## src/rtl/ccff_loader_pkg.sv

```systemverilog
// Shared types and helpers for the ccff chain loader.
// Contents:
//   ccff_state_e  - loader FSM states
//   nwords()      - number of bitstream words needed to fill a chain
//   rem_width()   - width of the "bits left on the chain" counter
//   cnt_width()   - width of the per-word bit counters
//   ChainLen, WordW, NWords - default geometry (one connection block)
package ccff_loader_pkg;

   typedef enum logic [1:0] {
      StIdle  = 2'd0,
      StFetch = 2'd1,
      StShift = 2'd2,
      StDone  = 2'd3
   } ccff_state_e;

   function automatic int unsigned nwords(input int unsigned chain_len,
                                          input int unsigned word_w);
      return (chain_len + word_w - 1) / word_w;
   endfunction

   // Must be able to hold CHAIN_LEN itself, hence the +1.
   function automatic int unsigned rem_width(input int unsigned chain_len);
      return $clog2(chain_len + 1);
   endfunction

   // Must be able to hold WORD_W itself, hence the +1.
   function automatic int unsigned cnt_width(input int unsigned word_w);
      return $clog2(word_w + 1);
   endfunction

   localparam int unsigned ChainLen = 29;
   localparam int unsigned WordW    = 8;
   localparam int unsigned NWords   = nwords(ChainLen, WordW);

endpackage

```

## src/rtl/ccff_chain_loader_if.sv

```systemverilog
// Bundle of the loader's handshake, chain and readback signals.
//   start             - one-cycle load request
//   bs_data/valid/ready - bitstream word handshake (bit 0 shifted first)
//   ccff_head/tail    - serial data into / out of the chain
//   shift_en          - chain clock enable
//   busy/done         - load status
//   rb_data/rb_valid  - packed readback word and its one-cycle strobe
// modport master: the host/chain side; modport slave: the loader.
interface ccff_chain_loader_if #(
   parameter int unsigned WORD_W = ccff_loader_pkg::WordW
) ();

   logic              start;
   logic [WORD_W-1:0] bs_data;
   logic              bs_valid;
   logic              bs_ready;
   logic              ccff_head;
   logic              ccff_tail;
   logic              shift_en;
   logic              busy;
   logic              done;
   logic [WORD_W-1:0] rb_data;
   logic              rb_valid;

   modport master (
      output start, bs_data, bs_valid, ccff_tail,
      input  bs_ready, ccff_head, shift_en, busy, done, rb_data, rb_valid
   );

   modport slave (
      input  start, bs_data, bs_valid, ccff_tail,
      output bs_ready, ccff_head, shift_en, busy, done, rb_data, rb_valid
   );

endinterface

```

## src/rtl/ccff_rb_packer.sv

```systemverilog
// Serial-to-word packer for the chain readback.
// Ports:
//   prog_clk, prog_reset_n - clock, synchronous active-low reset
//   shift_en_i   - chain advances this cycle; ccff_tail_i holds the outgoing bit
//   last_i       - this cycle carries the final chain bit of the load
//   ccff_tail_i  - serial data from the chain tail
//   rb_data_o    - packed word, first tail bit in the LSB; held until next strobe
//   rb_valid_o   - one-cycle strobe when rb_data_o updates
module ccff_rb_packer
   import ccff_loader_pkg::*;
#(
   parameter int unsigned WORD_W = WordW
) (
   input  logic              prog_clk,
   input  logic              prog_reset_n,
   input  logic              shift_en_i,
   input  logic              last_i,
   input  logic              ccff_tail_i,
   output logic [WORD_W-1:0] rb_data_o,
   output logic              rb_valid_o
);

   localparam int unsigned CW = cnt_width(WORD_W);
   localparam logic [CW-1:0] CntLast = CW'(WORD_W - 1);
   localparam logic [CW-1:0] CntOne  = CW'(1);

   logic [WORD_W-1:0] rb_shreg_q, rb_shreg_d;
   logic [WORD_W-1:0] rb_data_q, rb_data_d;
   logic [CW-1:0]     rbcnt_q, rbcnt_d;
   logic              rb_valid_q, rb_valid_d;
   logic [WORD_W-1:0] word;

   always_comb begin
      rb_shreg_d = rb_shreg_q;
      rb_data_d  = rb_data_q;
      rbcnt_d    = rbcnt_q;
      rb_valid_d = 1'b0;
      word       = rb_shreg_q | (WORD_W'(ccff_tail_i) << rbcnt_q);
      if (shift_en_i) begin
         if (rbcnt_q == CntLast || last_i) begin
            // Flush; the shift register is cleared so a short final word
            // comes out with its unused upper bits at zero.
            rb_data_d  = word;
            rb_valid_d = 1'b1;
            rb_shreg_d = '0;
            rbcnt_d    = '0;
         end else begin
            rb_shreg_d = word;
            rbcnt_d    = rbcnt_q + CntOne;
         end
      end
   end

   always_ff @(posedge prog_clk) begin
      if (!prog_reset_n) begin
         rb_shreg_q <= '0;
         rb_data_q  <= '0;
         rbcnt_q    <= '0;
         rb_valid_q <= 1'b0;
      end else begin
         rb_shreg_q <= rb_shreg_d;
         rb_data_q  <= rb_data_d;
         rbcnt_q    <= rbcnt_d;
         rb_valid_q <= rb_valid_d;
      end
   end

   assign rb_data_o  = rb_data_q;
   assign rb_valid_o = rb_valid_q;

endmodule

```

## src/rtl/ccff_chain_loader.sv

```systemverilog
// Upstream driver for the ccff configuration chain. Accepts bitstream words
// over a valid/ready handshake, serialises them onto ccff_head one bit per
// cycle with shift_en high, and returns the displaced chain contents as
// packed readback words.
// Ports:
//   prog_clk      - configuration clock (only clock)
//   prog_reset_n  - synchronous active-low reset
//   bus (slave)   - start, bs_*, ccff_head/tail, shift_en, busy, done, rb_*
module ccff_chain_loader
   import ccff_loader_pkg::*;
#(
   parameter int unsigned CHAIN_LEN = ChainLen,
   parameter int unsigned WORD_W    = WordW
) (
   input logic                prog_clk,
   input logic                prog_reset_n,
   ccff_chain_loader_if.slave bus
);

   localparam int unsigned RW = rem_width(CHAIN_LEN);
   localparam int unsigned CW = cnt_width(WORD_W);

   localparam logic [RW-1:0] RemInit = RW'(CHAIN_LEN);
   localparam logic [RW-1:0] RemOne  = RW'(1);
   localparam logic [CW-1:0] CntFull = CW'(WORD_W);
   localparam logic [CW-1:0] CntOne  = CW'(1);

   ccff_state_e       state_q, state_d;
   logic [RW-1:0]     remaining_q, remaining_d;
   logic [CW-1:0]     wbits_q, wbits_d;
   logic [WORD_W-1:0] shreg_q, shreg_d;
   logic              bs_ready_q, bs_ready_d;
   logic              shift_en_q, shift_en_d;
   logic              head_q, head_d;
   logic              busy_q, busy_d;
   logic              done_q, done_d;
   logic              last_bit;

   always_comb begin
      state_d     = state_q;
      remaining_d = remaining_q;
      wbits_d     = wbits_q;
      shreg_d     = shreg_q;

      unique case (state_q)
         StIdle: begin
            if (bus.start) begin
               state_d     = StFetch;
               remaining_d = RemInit;
            end
         end
         StFetch: begin
            if (bus.bs_valid && bs_ready_q) begin
               shreg_d = bus.bs_data;
               // Short final word: only the bits still needed are shifted.
               if (32'(remaining_q) < WORD_W) begin
                  wbits_d = CW'(remaining_q);
               end else begin
                  wbits_d = CntFull;
               end
               state_d = StShift;
            end
         end
         StShift: begin
            shreg_d     = shreg_q >> 1;
            remaining_d = remaining_q - RemOne;
            wbits_d     = wbits_q - CntOne;
            if (remaining_q == RemOne) begin
               state_d = StDone;
            end else if (wbits_q == CntOne) begin
               state_d = StFetch;
            end
         end
         StDone: begin
            if (bus.start) begin
               state_d     = StFetch;
               remaining_d = RemInit;
            end
         end
         default: begin
            state_d = StIdle;
         end
      endcase

      // Outputs are registered copies decoded from the next state, so they
      // line up with the state they describe.
      bs_ready_d = (state_d == StFetch);
      shift_en_d = (state_d == StShift);
      head_d     = shreg_d[0];
      busy_d     = (state_d == StFetch) || (state_d == StShift);
      done_d     = (state_d == StDone);
   end

   always_ff @(posedge prog_clk) begin
      if (!prog_reset_n) begin
         state_q     <= StIdle;
         remaining_q <= '0;
         wbits_q     <= '0;
         shreg_q     <= '0;
         bs_ready_q  <= 1'b0;
         shift_en_q  <= 1'b0;
         head_q      <= 1'b0;
         busy_q      <= 1'b0;
         done_q      <= 1'b0;
      end else begin
         state_q     <= state_d;
         remaining_q <= remaining_d;
         wbits_q     <= wbits_d;
         shreg_q     <= shreg_d;
         bs_ready_q  <= bs_ready_d;
         shift_en_q  <= shift_en_d;
         head_q      <= head_d;
         busy_q      <= busy_d;
         done_q      <= done_d;
      end
   end

   assign last_bit = shift_en_q && (remaining_q == RemOne);

   assign bus.bs_ready  = bs_ready_q;
   assign bus.shift_en  = shift_en_q;
   assign bus.ccff_head = head_q;
   assign bus.busy      = busy_q;
   assign bus.done      = done_q;

   ccff_rb_packer #(
      .WORD_W (WORD_W)
   ) u_rb_packer (
      .prog_clk     (prog_clk),
      .prog_reset_n (prog_reset_n),
      .shift_en_i   (shift_en_q),
      .last_i       (last_bit),
      .ccff_tail_i  (bus.ccff_tail),
      .rb_data_o    (bus.rb_data),
      .rb_valid_o   (bus.rb_valid)
   );

endmodule

```

## src/flat_wrapper.sv

```systemverilog
// flat-port wrapper written by rule: the top's interface ports become plain ports
module ccff_chain_loader_flat import ccff_loader_pkg::*;
#(
   parameter int unsigned CHAIN_LEN = ChainLen,
   parameter int unsigned WORD_W    = WordW
)
  (prog_clk, prog_reset_n, bus_start, bus_bs_data, bus_bs_valid, bus_ccff_tail, bus_bs_ready, bus_ccff_head, bus_shift_en, bus_busy, bus_done, bus_rb_data, bus_rb_valid);
  ccff_chain_loader_if #(.WORD_W(WORD_W)) bus_i ();
  input logic prog_clk;
  input logic prog_reset_n;
  input wire logic [$bits(bus_i.start)-1:0] bus_start;
  input wire logic [$bits(bus_i.bs_data)-1:0] bus_bs_data;
  input wire logic [$bits(bus_i.bs_valid)-1:0] bus_bs_valid;
  input wire logic [$bits(bus_i.ccff_tail)-1:0] bus_ccff_tail;
  output wire logic [$bits(bus_i.bs_ready)-1:0] bus_bs_ready;
  output wire logic [$bits(bus_i.ccff_head)-1:0] bus_ccff_head;
  output wire logic [$bits(bus_i.shift_en)-1:0] bus_shift_en;
  output wire logic [$bits(bus_i.busy)-1:0] bus_busy;
  output wire logic [$bits(bus_i.done)-1:0] bus_done;
  output wire logic [$bits(bus_i.rb_data)-1:0] bus_rb_data;
  output wire logic [$bits(bus_i.rb_valid)-1:0] bus_rb_valid;
  assign bus_i.start = bus_start;
  assign bus_i.bs_data = bus_bs_data;
  assign bus_i.bs_valid = bus_bs_valid;
  assign bus_i.ccff_tail = bus_ccff_tail;
  assign bus_bs_ready = bus_i.bs_ready;
  assign bus_ccff_head = bus_i.ccff_head;
  assign bus_shift_en = bus_i.shift_en;
  assign bus_busy = bus_i.busy;
  assign bus_done = bus_i.done;
  assign bus_rb_data = bus_i.rb_data;
  assign bus_rb_valid = bus_i.rb_valid;
  ccff_chain_loader #(.CHAIN_LEN(CHAIN_LEN), .WORD_W(WORD_W)) u_core (.prog_clk(prog_clk), .prog_reset_n(prog_reset_n), .bus(bus_i));
endmodule
```

## config.mk

```make
export PLATFORM = sky130hd
export DESIGN_NAME = ccff_chain_loader_flat
export DESIGN_NICKNAME = d
export VERILOG_FILES = /design/src/rtl/ccff_loader_pkg.sv /design/src/rtl/ccff_chain_loader_if.sv /design/src/rtl/ccff_rb_packer.sv /design/src/rtl/ccff_chain_loader.sv /design/src/flat_wrapper.sv
export SDC_FILE = /design/constraint.sdc
export NUM_CORES = 1
export LEC_CHECK = 0
export CAP_MARGIN = 20
export CORE_ASPECT_RATIO = 1.4
export CORE_MARGIN = 2
export CORE_UTILIZATION = 56
export DETAILED_ROUTE_END_ITERATION = 7
export DONT_BUFFER_PORTS = 1
export GPL_ROUTABILITY_DRIVEN = 0
export GPL_TIMING_DRIVEN = 0
export HOLD_SLACK_MARGIN = 0.02
export PLACE_DENSITY = 0.74
export REMOVE_ABC_BUFFERS = 1
export SYNTH_ARGS = -nofsm -noshare
export SYNTH_HDL_FRONTEND = slang
export SYNTH_HIERARCHICAL = 1
export SYNTH_SLANG_ARGS = --single-unit
```

## constraint.sdc

```tcl
create_clock -name prog_clk -period 1.9 [get_ports prog_clk]
set_input_delay 0.285 -clock prog_clk [delete_from_list [all_inputs] [get_ports prog_clk]]
set_output_delay 0.285 -clock prog_clk [all_outputs]
set_load 0.01 [all_outputs]
```

==> results.cfg <==
[clock_network]
cts_tree = done
cts_buffer_depth = 2
numCtsBuffers = 5
cts.sinks = 44
clkTransAtPathRegs_ps = 90
clk_latency_ps = 300
cts_hold_buf = 0
cts_root_buf = clkbuf_8
cts_max_level = 2

[finish]
layout.nets = 245
area_growth_pct = 6.27
drive_above_1_share_pct = 21.2
n_antenna_cell = 0
final-seq-area_um2 = 890
final_cells = 265
stdcell_area_mm2 = 0.00237
multi_input_area_mm2 = 0.00126
num-fill-cells = 341

[drt]
ant_nets = 0
vias = 1608
drt_wl_total_um = 4260
viasPerCell = 6.07
wl_per_cell_um = 16.1
drc = 0
drtIter0Drc = 29
first_pass_iters = 6

[worst_hold_path]
hold_class = in -> reg

[setup_path]
path_max_fanout = 3
max_stage_delay_ps = 390
critPathSlowestCell = or3b_4
endpoint_kind = flip-flop
path_cells = inv_2 -> ha_2 -> or3b_4 -> a211oi_4 -> o22a_1 -> ha_1 -> nor2_1
cp.required_ps = 2130
critPathKind = reg -> reg
start_kind = flip-flop
cp_num_buf_inv = 1
crit_family = simple AND/OR/NAND/NOR gates
cp.arrival_ps = 2050

[outcome]
status = finished, final reports clean

[grt]
grt_pass1_wl_um = 7030
grt_max_degree = 24
grt_pass1_vias = 1546
overflow = 0
grt_antenna_before_repair = 0
grt_util_all_layers_pct = 19.9

[synth]
synth_ff_type = dfxtp_1
async_reset_ff_share_pct = 0
post_synth.cell_area_avg_um2 = 9.98
synth-seq-cells = 44
synth-edff-count = 0
netlist_instances = 224
ys.warnings.count = 6
yosysUniqueCellTypes = 53
ys_seq_area_share_pct = 39.4
netlist_area_mm2 = 0.00223

[flow_run]
cap_violations = 0

[die]
core-area_mm2 = 0.00388
die_w_um = 57.4
initial_core_util_pct = 57.5
io_pins = 27
rows = 27
fp.dieH_um = 78.7
dieArea_mm2 = 0.00452

[sta]
finalHoldViolCount = 0
setup_tns_ps = 0
maxSlewHeadroom_pct = 55.6
fin_skew_ps = 5.39
tightest_slew_ps = 665
setup_violations = 0
setup_ws_ps = 77.2
fin_crit_ps = 1820
final_max_slew_viol_count = 0
fin_crit_sh_pct = 95.9
fmax_ghz = 0.549

[place]
dp_cells = 255
post-dp-hpwl_um = 2920
port_buffers = 0
dpl_cell_area_mm2 = 0.00219
dp_slack_ps = -456

[pwr]
finalPower_mw = 1.98
power_density_mw_per_mm2 = 833
peakVddDrop_uv = 818
leakage_nw = 0.796
## worst register-to-register path, stage by stage (launching register included)
cell      delay, ps
dfxtp_2         340
inv_2            60
ha_2            170
or3b_4          390
a211oi_4        310
o22a_1          170
ha_1            220
nor2_1           90
## logic make-up after synthesis
| family | count (synthesis) | share of synthesized area [%] |
|---|---|---|
| flip-flops | 44 | 39.4 |
| AND/OR/NAND/NOR | 80 | 21.1 |
| XOR/XNOR | 3 | 1.18 |
| adder cells (fa/ha/maj) | 11 | 6.16 |
| buffers and inverters | 22 | 5.99 |
| AO/OA/AOI/OAI | 55 | 22.0 |
| multiplexers | 9 | 4.20 |
## worst paths after layout
check,endpoint,slack [ps],cells past startpoint,from
worst max register to register,u_core/bus.busy$_SDFF_PN0_,80,7,u_core/wbits_q[1]$_SDFFE_PN0P_
worst min register to register,u_core/shreg_q[7]$_SDFFE_PN0P_,480,2,u_core/shreg_q[7]$_SDFFE_PN0P_
worst min-delay path,u_core/remaining_q[3]$_SDFFE_PN0P_,100,1,prog_reset_n
worst max-delay path,u_core/bus.busy$_SDFF_PN0_,80,7,u_core/wbits_q[1]$_SDFFE_PN0P_
## sequential cells by signal, indices dropped and copies added, names as in the netlist, 2 cells and up
| register | flops |
|---|---|
| u_core/shreg_q | 8 |
| u_core/wbits_q | 4 |
| u_core/u_rb_packer/rb_data_o | 8 |
| u_core/remaining_q | 5 |
| u_core/u_rb_packer/rbcnt_q | 4 |
| u_core/u_rb_packer/rb_shreg_q | 8 |
| u_core/state_q | 2 |
## what timing repair did
action,CTS,global route
resized for setup,4,14
buffers inserted,0,2
pin swaps,1,5
endpoints found under the setup margin,22,12
endpoints found under the hold margin,0,0
## power breakdown
group          internal [mW]  switching (mW)
clock network          0.396           0.339
logic                  0.114           0.135
registers              0.955          0.0399
total                   1.46           0.514
## cell type report
| type | count | area share, % |
|---|---|---|
| multi-input combinational | 158 | 53.2 |
| timing repair buffer | 2 | 0.632 |
| sequential | 44 | 37.5 |
| clock inverter | 3 | 1.95 |
| tap | 43 | 2.27 |
| clock buffer | 5 | 2.90 |
| inverter | 10 | 1.58 |
## cells in the final DEF, fill, tap and decap left out, types with 2 or more instances in the layout
master      n
ha_1        7
nand4_1     2
o31a_1      4
a211oi_1   10
mux2i_1     8
nor4_1      2
a21oi_1     6
nor3_2      6
nor3_1     14
ha_2        3
nor2b_1     3
buf_4       2
and2b_1     2
and2_1      6
o32ai_1     2
a2bb2oi_1   3
o2bb2ai_2   7
o21ai_0     2
a31oi_1     7
dfxtp_1    41
xor2_1      2
nand2b_1    3
nand3_1     3
nand2_1     9
clkbuf_8    5
o22a_1      2
dfxtp_4     2
nor2_1     18
inv_1       8
## through the flow
step / util (%) / hold WS (ps)
floorplan: - / 407
global placement: 56.4 / 408
detailed placement: 56.4 / 411
finish: 61.1 / 99.6
global route: 61.1 / 85.0
CTS: 59.8 / 89.2
## synth_stat cells (7+ instances only)
| master | n | area, um2 |
|---|---|---|
| dfxtp_1 | 44 | 881 |
| ha_1 | 11 | 138 |
| inv_1 | 9 | 33.8 |
| o2bb2ai_2 | 7 | 105 |
| a21oi_1 | 7 | 35.0 |
| a211oi_1 | 10 | 75.1 |
| nand2_1 | 9 | 33.8 |
| nor2_1 | 18 | 67.6 |
| mux2i_1 | 8 | 80.1 |
| nor3_1 | 14 | 70.1 |
| a31oi_1 | 7 | 43.8 |
## layer usage
layer | global-route usage, % | up-vias | part of all wire (%)
li1 | - | 810 | -
met1 | 20.7 | 769 | 42
met2 | 36.3 | 25 | 54
met3 | 5.54 | 4 | 3.3
met4 | 9.07 | 0 | 1.5
met5 | 0 | - | 0
Note: power is estimated with default switching activity, not from simulation.
